### config.mk
export PLATFORM = sky130hd
export DESIGN_NAME = scope_data_responder
export DESIGN_NICKNAME = d
export VERILOG_FILES = /design/src/rtl/scope_data_responder.sv
export SDC_FILE = /design/constraint.sdc
export NUM_CORES = 1
export LEC_CHECK = 0
export ABC_CLOCK_PERIOD_IN_PS = 1740
export BUFFER_PORTS_ARGS = -buffer_cell sky130_fd_sc_hd__buf_2
export CAP_MARGIN = 15
export CORE_ASPECT_RATIO = 1.75
export CORE_MARGIN = 3
export CORE_UTILIZATION = 54
export CTS_BUF_LIST = sky130_fd_sc_hd__clkbuf_8
export CTS_CLUSTER_DIAMETER = 50
export CTS_CLUSTER_SIZE = 30
export DETAILED_ROUTE_END_ITERATION = 7
export PLACE_DENSITY = 0.88
export SLEW_MARGIN = 20
export SYNTH_ARGS = -nofsm -noshare
export SYNTH_HDL_FRONTEND = slang
export SYNTH_SLANG_ARGS = --single-unit
### constraint.sdc
create_clock -name clk -period 1.74 [get_ports clk]
set_input_delay 0.348 -clock clk [delete_from_list [all_inputs] [get_ports clk]]
set_output_delay 0.348 -clock clk [all_outputs]
set_load 0.02 [all_outputs]
### src/rtl/scope_data_responder.sv
// Scoped data responder: one data register and one saturating access counter
// per scope, serviced one request at a time over valid/ready handshakes.
module scope_data_responder #(
  parameter int unsigned       DATA_W     = 32,
  parameter int unsigned       SCOPE_W    = 2,
  parameter int unsigned       NUM_SCOPES = 2,
  parameter logic [DATA_W-1:0] INIT_0     = DATA_W'(5),
  parameter logic [DATA_W-1:0] INIT_1     = DATA_W'(10),
  parameter int unsigned       CNT_W      = 8
) (
  input  logic               clk,
  input  logic               rst_n,
  input  logic               req_valid,
  output logic               req_ready,
  input  logic [SCOPE_W-1:0] req_scope,
  input  logic               req_write,
  input  logic [DATA_W-1:0]  req_wdata,
  output logic               rsp_valid,
  input  logic               rsp_ready,
  output logic [SCOPE_W-1:0] rsp_scope,
  output logic [DATA_W-1:0]  rsp_data,
  output logic               rsp_err,
  output logic [CNT_W-1:0]   rsp_count
);

  typedef enum logic [1:0] {
    IDLE   = 2'd0,
    ACCESS = 2'd1,
    RESP   = 2'd2
  } state_t;

  state_t             r_state;
  state_t             w_state_nxt;

  logic [DATA_W-1:0]  r_data [NUM_SCOPES];
  logic [CNT_W-1:0]   r_cnt  [NUM_SCOPES];

  logic [SCOPE_W-1:0] r_scope;
  logic               r_write;
  logic [DATA_W-1:0]  r_wdata;

  logic               r_req_ready;
  logic               r_rsp_valid;
  logic [SCOPE_W-1:0] r_rsp_scope;
  logic [DATA_W-1:0]  r_rsp_data;
  logic               r_rsp_err;
  logic [CNT_W-1:0]   r_rsp_count;

  logic               w_req_fire;
  logic               w_rsp_fire;
  logic               w_legal;
  logic [DATA_W-1:0]  w_cur_data;
  logic [CNT_W-1:0]   w_cur_cnt;
  logic [DATA_W-1:0]  w_new_data;
  logic [CNT_W-1:0]   w_new_cnt;

  assign w_req_fire = req_valid && r_req_ready;
  assign w_rsp_fire = r_rsp_valid && rsp_ready;
  assign w_legal    = 32'(r_scope) < NUM_SCOPES;

  // Select the captured scope's current data and count.
  always_comb begin
    w_cur_data = '0;
    w_cur_cnt  = '0;
    for (int s = 0; s < NUM_SCOPES; s++) begin
      if (r_scope == SCOPE_W'(s)) begin
        w_cur_data = r_data[s];
        w_cur_cnt  = r_cnt[s];
      end
    end
  end

  assign w_new_data = r_write ? r_wdata : w_cur_data;
  assign w_new_cnt  = (w_cur_cnt == '1) ? w_cur_cnt : w_cur_cnt + CNT_W'(1);

  always_ff @(posedge clk or negedge rst_n) begin
    if (!rst_n) r_state <= IDLE;
    else        r_state <= w_state_nxt;
  end

  always_comb begin
    w_state_nxt = r_state;
    case (r_state)
      IDLE:    if (w_req_fire) w_state_nxt = ACCESS;
      ACCESS:  w_state_nxt = RESP;
      RESP:    if (w_rsp_fire) w_state_nxt = IDLE;
      default: w_state_nxt = IDLE;
    endcase
  end

  // Handshake flags follow the next state so they line up with it.
  always_ff @(posedge clk or negedge rst_n) begin
    if (!rst_n) begin
      r_req_ready <= 1'b0;
      r_rsp_valid <= 1'b0;
    end else begin
      r_req_ready <= (w_state_nxt == IDLE);
      r_rsp_valid <= (w_state_nxt == RESP);
    end
  end

  always_ff @(posedge clk or negedge rst_n) begin
    if (!rst_n) begin
      r_scope <= '0;
      r_write <= 1'b0;
      r_wdata <= '0;
    end else if (r_state == IDLE && w_req_fire) begin
      r_scope <= req_scope;
      r_write <= req_write;
      r_wdata <= req_wdata;
    end
  end

  // Response payload is loaded in ACCESS and held until the next access.
  always_ff @(posedge clk or negedge rst_n) begin
    if (!rst_n) begin
      r_rsp_scope <= '0;
      r_rsp_data  <= '0;
      r_rsp_err   <= 1'b0;
      r_rsp_count <= '0;
    end else if (r_state == ACCESS) begin
      r_rsp_scope <= r_scope;
      r_rsp_err   <= !w_legal;
      r_rsp_data  <= w_legal ? w_new_data : '0;
      r_rsp_count <= w_legal ? w_new_cnt : '0;
    end
  end

  always_ff @(posedge clk or negedge rst_n) begin
    if (!rst_n) begin
      for (int s = 0; s < NUM_SCOPES; s++) begin
        r_data[s] <= (s == 0) ? INIT_0 : (s == 1) ? INIT_1 : '0;
        r_cnt[s]  <= '0;
      end
    end else if (r_state == ACCESS && w_legal) begin
      for (int s = 0; s < NUM_SCOPES; s++) begin
        if (r_scope == SCOPE_W'(s)) begin
          if (r_write) r_data[s] <= r_wdata;
          r_cnt[s] <= w_new_cnt;
        end
      end
    end
  end

  assign req_ready = r_req_ready;
  assign rsp_valid = r_rsp_valid;
  assign rsp_scope = r_rsp_scope;
  assign rsp_data  = r_rsp_data;
  assign rsp_err   = r_rsp_err;
  assign rsp_count = r_rsp_count;

endmodule

==> results.md <==
- Fin. Hold Viols: 0
- DP Wirelength: between 10000 and 15000 µm
- Ys async rst share: 100%
- Most frequent cells in the layout: 154 x dfrtp_1, 82 x buf_2, 73 x mux2_2
- Initial core utilization: between 50% and 60%
- Mean Syn Cell Area: ~12 µm²
- Vias per inst: between 5 and 6
- Share of layout cells above drive strength 1: between 40% and 50%
- LEAKAGE: roughly 4.1 nW
- ANT nets after route: 0
- Routed WL: around 16000 µm
- Core region area: ~13000 µm²
- WP data required: between 2 and 2.5 ns
- Finished Layout Cells: between 800 and 900
- Total power: between 10 and 15 mW
- Fill count: between 800 and 900
- Clk pwr share: between 10% and 20%
- CTS buffer count: 17
- Post-synth cell types: 40
- # diodes: 0
- Tcrit/Tclk final: 102%
- Final worst path period need: between 1.5 and 2 ns
- H-tree depth: 4
- Setup crit start kind: flop
- Critical path arrival: ~2.1 ns
- # setup viols final: 2
- DRT Pass-1 Iters: 5
- Antenna violations before repair: 0
- Worst hold start: req_wdata[18]
- Top FF cell, synth: dfrtp_1
- Combinational share of power: a little under two fifths
- Reg2reg end: r_cnt[12]
- Share of the yosys chip area belonging to registers: a little under three fifths
- Die height: roughly 160 µm
- Switching power of the nets: between 5 and 6 mW
- Reg2reg setup slack: -0.04 ns
- Clk slew on worst S/H paths: about 0.090 ns
- Clock Skew: between 0.02 and 0.025 ns
- Peak Freq: 0.562 GHz
- Area Overhead vs Synth: 19.2%
- Clock latency on the worst-skew pair: about 0.45 ns
- Fin nets: 715
- Largest net degree at the start of global routing: 56
- Internal Pwr Total: just over 9 mW
- Hold Crit Class: primary input to flop
- Setup CP Type: flop to flop
- DRC violations left: 0
- Yosys warnings: 0
- Port-buffer cells: 83
- Syn_nets: about 620
- CTS tree: done
- Initial drt markers: around 220
- Total gr overflow: 0
- Die W: between 90 and 100 µm
- Io pins: 84
- Status: finished with violations
- Root buffer cell: clkbuf_8
- Sw Ratio: about 37%
- Crit Reg-Reg Startpoint: r_scope[0]
- Synthesized cell area: 7090 µm²
- Number of synthesized flops with an enable pin: 0
- GRT Total Usage: around 22%
- Placed cell count: slightly above 800
- Worst R2R Path Depth: 6
- First-pass GRT wire length: 25300 µm
- Syn Inst Count: roughly 580
- Hold-critical path depth: 2
- Reg power frac: about 44%
- Unrepaired setup endpoints after global routing: yes
- Worst relative slew slack: ~68%
- GP Congestion: between 0.8 and 0.9
- Crit Path Max Fanout: 7
- #FFs+latches synth: ~160
- Crit end category: flop
- P per Cell Area: roughly 1700 nW/µm²
- Terminating pin of the worst hold path: r_wdata[18]
- Failing checks: negative setup slack
- Worst-Margin Slew: ~0.49 ns
- Final TNS setup: -0.0597 ns
- Avg WL per Cell: about 18 µm
- Setup WS post-layout: -0.0380 ns
- Max-Cap Viols: 0
- Vias: 4833
- VDD IR-drop max: 0.000716 V
- Clock buffer depth: 2
- # rows: between 50 and 60
- Number of clock sinks: ~160
- Vias in the first global route: between 5000 and 6000
- Slew Viols, Final: 0
- Most common cell after layout, fill and taps aside: dfrtp_1
- Die ar.: roughly 15000 µm²
==> synth_stat cells, drive strengths merged, types with 2 or more instances <==
| master | number | area share (%) |
|---|---|---|
| nand2 | 66 | 3.6 |
| dfstp | 4 | 1.5 |
| buf | 21 | 2.1 |
| clkbuf | 17 | 0.90 |
| a221oi | 3 | 0.62 |
| nand3b | 6 | 0.81 |
| dfrtp | 157 | 55 |
| xnor2 | 5 | 0.62 |
| a211oi | 3 | 0.32 |
| nand2b | 2 | 0.18 |
| mux2i | 37 | 5.2 |
| o21ai | 58 | 4.1 |
| nand3 | 7 | 0.49 |
| or2 | 2 | 0.18 |
| a21oi | 34 | 2.4 |
| mux2 | 103 | 18 |
| nor2 | 38 | 2.2 |
| a21boi | 2 | 0.21 |
==> flip-flops by register name, summed over array words and instances, names as in the netlist <==
name / cells
r_scope: 2
r_data: 64
r_state: 2
req_ready: 1
r_wdata: 32
rsp_valid: 1
rsp_data: 32
rsp_scope: 2
rsp_count: 8
r_cnt: 16
r_write: 1
==> worst max-delay path by stage <==
stage / end / cells past startpoint / start
floorplan: r_data[33] / 8 / r_state[1]
global placement: r_cnt[13] / 6 / r_scope[0]
detailed placement: r_cnt[12] / 6 / r_scope[0]
CTS: r_cnt[15] / 5 / r_scope[0]
global route: r_cnt[12] / 6 / r_scope[0]
finish: r_cnt[12] / 6 / r_scope[0]
==> final cells by class <==
type,instances,area (µm²),share of cell area (%)
Multi-Input combinational cell,377,2990,35.4
Sequential cell,161,4040,47.8
Clock inverter,15,161,1.91
Tap cell,168,210,2.49
Timing Repair Buffer,119,817,9.67
Clock buffer,17,234,2.77
==> cells by family (layout without fill, tap and decap cells) <==
family / count (synthesis) / count (layout) / synth area share, %
compound gates: 104 / 104 / 8.05
xor+xnor: 6 / 6 / 0.741
buf+inv: 38 / 151 / 2.96
flops: 161 / 161 / 56.9
simple gates: 127 / 127 / 8.19
mux: 140 / 140 / 23.2
==> critical path, cell delays in order (launching register included) <==
cell and delay, ns:
dfrtp_4 0.53, buf_4 0.18, nand3b_1 0.21, a221oi_2 0.31, nand3b_1 0.15, o21ai_1 0.13, o21ai_1 0.19
==> power groups by stage <==
stage	logic [mW]	clock network, mW	registers (mW)
finish	5.48	2.72	6.50
global route	5.97	2.92	6.68
CTS	5.38	2.76	6.46
detailed placement	5.28	0	6.50
global placement	5.08	0	6.37
floorplan	3.57	0	6.53
==> metal layers <==
metal  up-vias  wire length (µm)  global-route usage, %
li1       2206                 -                      -
met1      2459              5960                   25.3
met2       132              8710                   40.6
met3        36               650                   4.23
met4         0               472                   10.4
met5         -                 0                      0
==> per-stage QoR <==
| stage | hold WS, ns | setup WS (ns) | cell area, µm² | util [%] |
|---|---|---|---|---|
| 2_1_floorplan | 0.0524 | 0.00277 | 7090 | - |
| 3_3_place_gp | 0.259 | -0.0380 | 7830 | 62.0 |
| 3_5_place_dp | 0.262 | -0.0911 | 7830 | 62.0 |
| 4_1_cts | 0.105 | -0.0113 | 8280 | 65.5 |
| 5_1_grt | 0.102 | -0.132 | 8450 | 66.9 |
| 6_report | 0.126 | -0.0380 | 8450 | 66.9 |
==> what timing repair did <==
| action | in CTS | in global routing |
|---|---|---|
| endpoints found under the hold margin | 29 | 0 |
| pin swaps | 1 | 17 |
| cloned | 0 | 0 |
| setup endpoints to repair | 19 | 42 |
| hold buffers | 1 | 0 |
| setup buffers | 2 | 6 |
| resized for setup | 11 | 40 |
(Power assumes the default switching activity.)
